File: config.mk
export PLATFORM = sky130hd
export DESIGN_NAME = down_counter_4_bit
export DESIGN_NICKNAME = d
export VERILOG_FILES = /design/src/rtl/down_counter_4_bit.sv
export SDC_FILE = /design/constraint.sdc
export NUM_CORES = 1
export LEC_CHECK = 0
export CORE_MARGIN = 2
export CORE_UTILIZATION = 30
export CTS_BUF_LIST = sky130_fd_sc_hd__clkbuf_4 sky130_fd_sc_hd__clkbuf_8
export CTS_CLUSTER_DIAMETER = 100
export DETAILED_ROUTE_END_ITERATION = 12
export PLACE_DENSITY_LB_ADDON = 0.2
export SLEW_MARGIN = 20
export SYNTH_ARGS = -nofsm -noshare
export SYNTH_HDL_FRONTEND = slang
export SYNTH_SLANG_ARGS = --single-unit
File: constraint.sdc
create_clock -name CLK -period 3.3 [get_ports CLK]
set_input_delay 0.33 -clock CLK [delete_from_list [all_inputs] [get_ports CLK]]
set_output_delay 0.33 -clock CLK [all_outputs]
set_load 0.005 [all_outputs]
File: src/rtl/down_counter_4_bit.sv
// 4-bit synchronous down counter with parallel load, count enable,
// combinational borrow-out for cascading, and a selectable terminal-count
// behaviour: wrap to all-ones (MODE = 0) or reload the last loaded value
// (MODE = 1). DONE is a registered one-cycle pulse per terminal count.
module down_counter_4_bit #(
    parameter int unsigned WIDTH = 4
) (
    input  logic             CLK,
    input  logic             RESET,
    input  logic             EN,
    input  logic             LOAD,
    input  logic [WIDTH-1:0] D_IN,
    input  logic             MODE,
    output logic [WIDTH-1:0] Q,
    output logic             BO,
    output logic             DONE
);

    // Reload value, captured only on LOAD and cleared only by reset.
    logic [WIDTH-1:0] rld;
    logic             at_zero;

    assign at_zero = (Q == '0);

    // Borrow-out: this stage is about to pass through zero on the next edge.
    // Suppressed during reset and during a load so a cascaded stage does
    // not decrement on a cycle where this stage is not really counting.
    always_comb begin
        BO = RESET & EN & ~LOAD & at_zero;
    end

    // Count register, reload register and terminal-count pulse.
    // Priority: reset, then load, then enable, then hold.
    always_ff @(posedge CLK) begin
        if (!RESET) begin
            Q    <= '0;
            rld  <= '0;
            DONE <= 1'b0;
        end else if (LOAD) begin
            Q    <= D_IN;
            rld  <= D_IN;
            DONE <= 1'b0;
        end else if (EN) begin
            if (at_zero) begin
                // MODE is sampled here, so a change only matters at the
                // next terminal count.
                Q    <= MODE ? rld : '1;
                DONE <= 1'b1;
            end else begin
                Q    <= Q - 1'b1;
                DONE <= 1'b0;
            end
        end else begin
            DONE <= 1'b0;
        end
    end

endmodule

Word-level counts from Yosys, hierarchy flattened
Index checks and enable logic that the tools add are counted.

Multipliers: 0. Add/sub/neg operators: 1. Equal/unequal tests: 0. Reduce and logical (&&, ||, !) cells: 3. Shift operators: 0. Muxes and demuxes: 5. $lt $le $gt $ge: 0. Div/mod/pow operators: 0. Bitwise logic cells: 6.

Operators with widths (number): two-way mux 4 bit (4); logical NOT 4 bit (1); subtractor 4 x 1 -> 4 bit, second input constant (1); AND 1 bit (3); NOT 1 bit (3); OR reduction 3 bit (1); nonzero test 2 bit (1); two-way mux 1 bit (1).

Output and inout port bits: 6. Bits in registers: 9. RAM bits: 0. Memory bits (read-only): 0. Latch bits: 0. Bits of input ports: 9. Memories kept: 0.

Depth between registers and ports, before layout
Gate-level depths: netlist of run 1.

Word-level depth: 4. Depth in mapped cells: 5.

Worst setup path after synthesis of run 1
Ideal clock, no wire load.

Path type: flip-flop to flip-flop. Start: reg Q[0]. End: reg Q[1]. Arrival: 1.453 ns. Stages on the path, launching flop included: 6. Setup slack: 1.772 ns. Required time: 3.226 ns. Clock period less this slack: 1.528 ns. Library setup time: 0.074 ns. Cells stage by stage: dfxtp_1 -> inv_1 -> ha_1 -> or3b_4 -> or3b_1 -> a31oi_1.

Cells in the longest elaborated chain, start to end: 4. Elaborated cells between the ends (all ways): 5. Those cells by class: add/sub (1); mux (3); reduce/logical (1).

Ends and longest elaborated chain: from (decl) (line 14) `output logic [WIDTH-1:0] Q,`; from (signal assigned) (line 47) `Q <= MODE ? rld : '1;`; from (signal assigned) (line 50) `Q <= Q - 1'b1;`; subtractor 4 x 1 -> 4 bit / logical NOT 4 bit (equally long branches) (line 50, 23); two-way mux 4 bit (*) (line 44) `if (at_zero) begin`; two-way mux 4 bit (*) (line 43) `end else if (EN) begin`; two-way mux 4 bit (*) (line 39) `end else if (LOAD) begin`.

Every way passes the cells marked *; elsewhere a longest branch is shown, timed or not. The select of a mux whose other input is x is not followed. A chain may end at the register's enable or synchronous reset.

Final worst setup path of run 1
Start: reg Q[0]. End: out BO.

Cells in the longest elaborated chain, start to end: 2.

Ends and longest elaborated chain: logical NOT 4 bit (line 23) `assign at_zero = (Q == '0);`; AND 1 bit (line 29) `BO = RESET & EN & ~LOAD & at_zero;`; to (decl) (line 15) `output logic BO,`.

No other way between the ends.

==> key figures, run 1 <==
Timing
  – Slew headroom: 70.7%
  – Period Utilization, post-route: a little over two thirds
  – Unrepaired setup endpoints after global routing: no
  – Worst Max-Slew Pin Slew: about 0.44 ns
  – Max-slew violation total from the final report: 0
  – Layout Skew: ~0.0029 ns
  – Fin crit period: roughly 2.3 ns
  – FMAX: 428 MHz
  – Final setup fails: 0
  – Hold Vio Cnt, Final: 0
  – Setup TNS: 0 ns

Worst hold path
  – Worst Hold Path EP: rld[0]
  – Worst Hold Class: reg -> reg
  – Hold depth: 2
  – Hold Crit Start: rld[0]

Yosys
  – EDFF count, synth: 0
  – Commonest cells post-synth: dfxtp_1 (9), inv_1 (5), nand2_1 (4), nor2_1 (4)
  – Synthesis warning total: 0
  – Most used DFF post-synth: dfxtp_1
  – Async set-reset flop share out of synthesis: 0%
  – Cell type with the largest total area after synthesis: dfxtp_1
  – Avg Inst Size Synth: ~8.5 sq um
  – Most common cell in the netlist: dfxtp_1
  – Synth top area share: between 30 and 40%
  – Seq/Total Area, Yosys: 38.7%
  – Count of cell types in the netlist: 27
  – #FFs+latches synth: 9
  – Largest cells by area after synthesis: dfxtp_1 (39%), mux2i_1 (6.5%), inv_1 (4.0%)
  – Mapped Cells: 55
  – Post-synthesis cell area: approximately 470 sq um
  – Syn_nets: between 60 and 70

Die
  – Die area: approximately 1900 sq um
  – I/O Pins: 15
  – Row count: 14
  – Core ar.: around 1500 sq um
  – Height of the die: approximately 43 microns
  – Initial Util: between 30% and 40%
  – Die Wd: about 43 microns

Route
  – Via count: about 440
  – Routed met2 length: 435 microns
  – WL/cell: approximately 11 microns
  – Routed Antenna Nets: 0
  – First drt pass iteration count: 4
  – WL final: roughly 1000 microns
  – Wire length on met3: 59 microns
  – WL met1: around 480 microns
  – DR iter-0 viols: 7
  – Highest routed layer: met4
  – Average via count per standard cell: between 5 and 6
  – Drt drc: 0

Job
  – Max Cap Violations: 0

Pwr
  – PwrDens: ~420 nW/um^2
  – Leakage: between 0.0002 and 0.0003 uW
  – Max rail drop VDD: 0.000175 V

Worst setup path
  – CP peak stage delay: approximately 0.52 ns
  – CP Capture Type: primary output
  – RR Startpoint: Q[0]
  – Worst R2R End: Q[1]
  – Worst EP required: about 3 ns
  – Worst r2r path cells: 5
  – Worst-path fanout max: 6
  – CP Buf/Inv Count: 2
  – Crit Path Category: reg -> out
  – Largest delay share family, worst path: buffers and inverters
  – Worst EP arrival: approximately 2.0 ns
  – Critical path launch point type: register
  – Worst-path cell with the longest stage delay: clkdlybuf4s50_1
  – R2r setup slk: approximately 1.7 ns
  – Cell Chain, Critical Path: inv_1 -> ha_1 -> or3b_4 -> nor3_1 -> clkdlybuf4s50_1

GRT
  – Vias in the first global route: slightly above 400
  – Largest net degree at the start of global routing: 13
  – Tot GR Track Use: about an eighth
  – Initial antenna violation count: 0
  – GRT overflow: 0
  – First-pass GRT wire length: 1840 microns

Cells and area
  – Layout area overhead: 38.4%
  – Share of cells above drive strength 1: under 10%
  – Fillers: roughly 150
  – Inserted Diodes: 0
  – Nets: 82
  – Multi-input gate area: around 260 sq um
  – Post-layout util: between 40% and 50%
  – Register Area: around 180 sq um

Clocking
  – Clock sinks: 9
  – Resized Gates After CTS: 0
  – CTS tree: yes
  – Max clock buf depth: 2
  – Postcts setup bufs: 0
  – Hold buffer count at cts: 0
  – Worst-Skew Late Latency: 0.26 ns
  – Root Buffer: clkbuf_4
  – H-tree Lvls: 1
  – CTS Buf Count: 3
  – Clk slew on worst S/H paths: ~0.07 ns

Placed design
  – HPWL Detailed: a little under 800 microns
  – Count of input and output buffers: 14
  – RePlAce Congestion: a little under 0.8

Status
  – Status: completed
## routing by layer
| metal | vias up | track usage, % |
|---|---|---|
| li1 | 232 | - |
| met1 | 192 | 17.1 |
| met2 | 10 | 19.1 |
| met3 | 2 | 6.25 |
| met4 | 0 | 5.45 |
| met5 | - | 0 |
## report_power, final
group,internal (uW),switching [uW]
registers,116,7.32
logic,35.6,25.5
clock network,44.8,42.5
## cells by family (layout without fill, tap and decap cells)
family	count (synthesis)	after routing	share of synthesized area, %
AO/OA/AOI/OAI	15	15	21.8
flip-flops	9	9	38.7
buffers and inverters	7	23	5.91
AND/OR/NAND/NOR	20	20	24.5
adder cells (fa/ha/maj)	1	1	2.69
multiplexers	3	3	6.45
## metrics by stage
step	instances	cell area, sq um	setup WS (ns)	hold slack, ns	power [uW]
6_report	87	644	0.963	0.478	272
5_1_grt	87	644	0.828	0.521	292
4_1_cts	87	644	0.959	0.471	275
3_5_place_dp	83	617	1.18	0.462	187
3_3_place_gp	83	617	1.21	0.462	188
2_1_floorplan	55	465	1.77	0.446	160
## placed cells by master, fill, tap and decap left out, drive strengths merged
cell type	count
clkdlybuf4s50	14
dfxtp	9
inv	5
nand2	4
nor2	4
nor3	3
mux2i	3
a21oi	3
clkbuf	3
nand3b	2
o21ai	2
o21bai	2
nand2b	2
or3b	2
nor2b	1
o21a	1
a31oi	1
a31o	1
nor4b	1
a211oi	1
a22oi	1
nor4	1
a311oi	1
a211o	1
o22ai	1
ha	1
clkinv	1
## how the worst max path moves through the flow
stage,cells past startpoint,startpoint,end,slack [ns]
after detailed placement,4,EN,BO,1.18
after global routing,5,Q[0],BO,0.83
after CTS,5,Q[0],BO,0.96
after global placement,4,EN,BO,1.21
after floorplan,5,Q[0],Q[1],1.77
final,5,Q[0],BO,0.96
## layout make-up
| class | count | share of cell area (%) |
|---|---|---|
| inverters | 5 | 2.91 |
| clock inverters | 1 | 0.777 |
| well taps | 16 | 3.11 |
| clock buffers | 3 | 3.50 |
| repair buffers | 14 | 21.7 |
| multi-input cells | 39 | 40.0 |
| flip-flops and latches | 9 | 28.0 |
## flip-flops by register name, summed over array words and instances (netlist names)
name / flops
Q: 4
rld: 4
DONE: 1
## tightest hold or removal path, cell delays in order, from the launching register on
cell and delay [ns]:
dfxtp_1 0.32, nand2_1 0.06, a21oi_1 0.06
(Power assumes the default switching activity.)
==> inputs of run 2 (changes only) <==
==> constraint.sdc (replaced) <==
create_clock -name CLK -period 2 [get_ports CLK]
set_input_delay 0.2 -clock CLK [delete_from_list [all_inputs] [get_ports CLK]]
set_output_delay 0.2 -clock CLK [all_outputs]
set_load 0.005 [all_outputs]
==> run 2 against run 1 <==
Power increased by 74%. Routed wire length increased by 18%. Clock power increased by 79%. Largest power group unchanged. Largest cell class unchanged.
==> key figures, run 2 (synthesis results as in run 1) <==
Status
  – Status: completed

Timing
  – Layout Skew: roughly 0.011 ns
  – Fin crit period: between 1.5 and 2 ns
  – FMAX: 547 MHz
  – Final setup fails: 0
  – Max-slew violation total from the final report: 0
  – Setup TNS: 0 ns
  – Worst Max-Slew Pin Slew: around 0.34 ns
  – Slew headroom: roughly three quarters
  – Unrepaired setup endpoints after global routing: no
  – Period Utilization, post-route: between 90% and 100%
  – Hold Vio Cnt, Final: 0

Worst setup path
  – Worst-path fanout max: 5
  – Worst EP arrival: roughly 1.6 ns
  – Crit Path Category: reg -> out
  – Worst r2r path cells: 5
  – Worst R2R End: Q[1]
  – RR Startpoint: Q[1]
  – R2r setup slk: between 0.4 and 0.5 ns
  – Worst EP required: around 1.8 ns
  – Critical path launch point type: register
  – CP Capture Type: primary output

Placed design
  – Count of input and output buffers: 14
  – HPWL Detailed: approximately 870 microns
  – RePlAce Congestion: 0.754

Die
  – Initial Util: a little under a third
  – Core ar.: 1470 sq um
  – Row count: 14
  – Height of the die: approximately 43 microns
  – Die area: approximately 1900 sq um
  – Die Wd: around 43 microns
  – I/O Pins: 15

GRT
  – Initial antenna violation count: 0
  – Vias in the first global route: between 400 and 500
  – Largest net degree at the start of global routing: 12
  – GRT overflow: 0
  – Tot GR Track Use: 14.7%
  – First-pass GRT wire length: 1990 microns

Clocking
  – CTS tree: yes
  – H-tree Lvls: 1
  – Clock sinks: 9
  – Hold buffer count at cts: 0
  – CTS Buf Count: 3
  – Clk slew on worst S/H paths: approximately 0.07 ns
  – Resized Gates After CTS: 4
  – Postcts setup bufs: 0
  – Root Buffer: clkbuf_4
  – Max clock buf depth: 2
  – Worst-Skew Late Latency: roughly 0.26 ns

Cells and area
  – Fillers: approximately 160
  – Most common cell after layout, fill and taps aside: clkdlybuf4s50_1
  – Inserted Diodes: 0
  – Nets: 85
  – Layout area overhead: 46.2%
  – Share of cells above drive strength 1: 13.5%
  – Biggest regs: Q (4), rld (4), DONE (1)
  – Commonest cells after routing, fill and taps aside: clkdlybuf4s50_1 (13), dfxtp_1 (9)

Route
  – Drt drc: 0
  – Average via count per standard cell: about 4.9
  – WL/cell: 13.0 microns
  – First drt pass iteration count: 4
  – Routed Antenna Nets: 0
  – DR iter-0 viols: 12
  – WL final: 1170 microns
  – Via count: about 440

Worst hold path
  – Worst Hold Path EP: rld[0]
  – Hold Crit Start: rld[0]
  – Worst Hold Class: reg -> reg
  – Hold depth: 2

Pwr
  – PwrDens: around 690 nW/um^2
  – Total Power: about 470 uW
  – Sequential fraction of design power: between 40% and 50%
  – Combinational power share: approximately a quarter
  – Max rail drop VDD: about 0.00049 V
  – Sw frac: 26.4%
  – Net Sw Power: between 100 and 150 uW
  – Clock power frac: about a third
  – Leakage: between 0.0002 and 0.0003 uW
  – Internal power: 348 uW

Job
  – Max Cap Violations: 0
## run 2: layout make-up
class	count	area, sq um	share of cell area (%)
clock buffer	4	30.0	4.41
timing repair buffer	17	161	23.7
inverter	5	18.8	2.76
multi-input combinational	39	270	39.7
sequential	9	180	26.5
tap	16	20.0	2.94
## run 2: how the worst max path moves through the flow
stage / end / cells after the start / start
4_1_cts: BO / 5 / Q[1]
3_3_place_gp: BO / 5 / Q[1]
3_5_place_dp: BO / 5 / Q[1]
5_1_grt: BO / 5 / Q[1]
6_report: BO / 5 / Q[1]
2_1_floorplan: Q[1] / 5 / Q[0]
## run 2: worst max-delay path, stage by stage, from the launching register on
cell           delay (ns)
dfxtp_1              0.35
inv_2                0.08
ha_4                 0.15
or3b_4               0.41
nor3_1               0.13
dlygate4sd2_1        0.25
## run 2: power by group through the flow
stage | registers (uW) | logic, uW | clock network, uW
after global placement | 206 | 110 | 0
after detailed placement | 206 | 110 | 0
after CTS | 203 | 115 | 162
final | 203 | 114 | 156
after floorplan | 206 | 57.6 | 0
after global routing | 205 | 127 | 172
## run 2: per-layer routing
metal | part of all wire (%) | vias to the layer above | global-route usage, %
met5 | 0 | - | 0
met3 | 5.8 | 2 | 7.50
met4 | 0.86 | 0 | 5.45
li1 | - | 236 | -
met2 | 45 | 12 | 21.2
met1 | 48 | 189 | 18.9
## run 2: stage by stage
stage          hold slack (ns)  util [%]  setup slack (ns)  instance area, sq um  instances
2_1_floorplan            0.338         -             0.472                   465         55
3_3_place_gp             0.457      43.5             0.140                   639         86
3_5_place_dp             0.465      43.5            0.0971                   639         86
4_1_cts                  0.476      46.3             0.172                   681         90
5_1_grt                  0.508      46.3            0.0657                   681         90
6_report                 0.472      46.3             0.172                   681         90
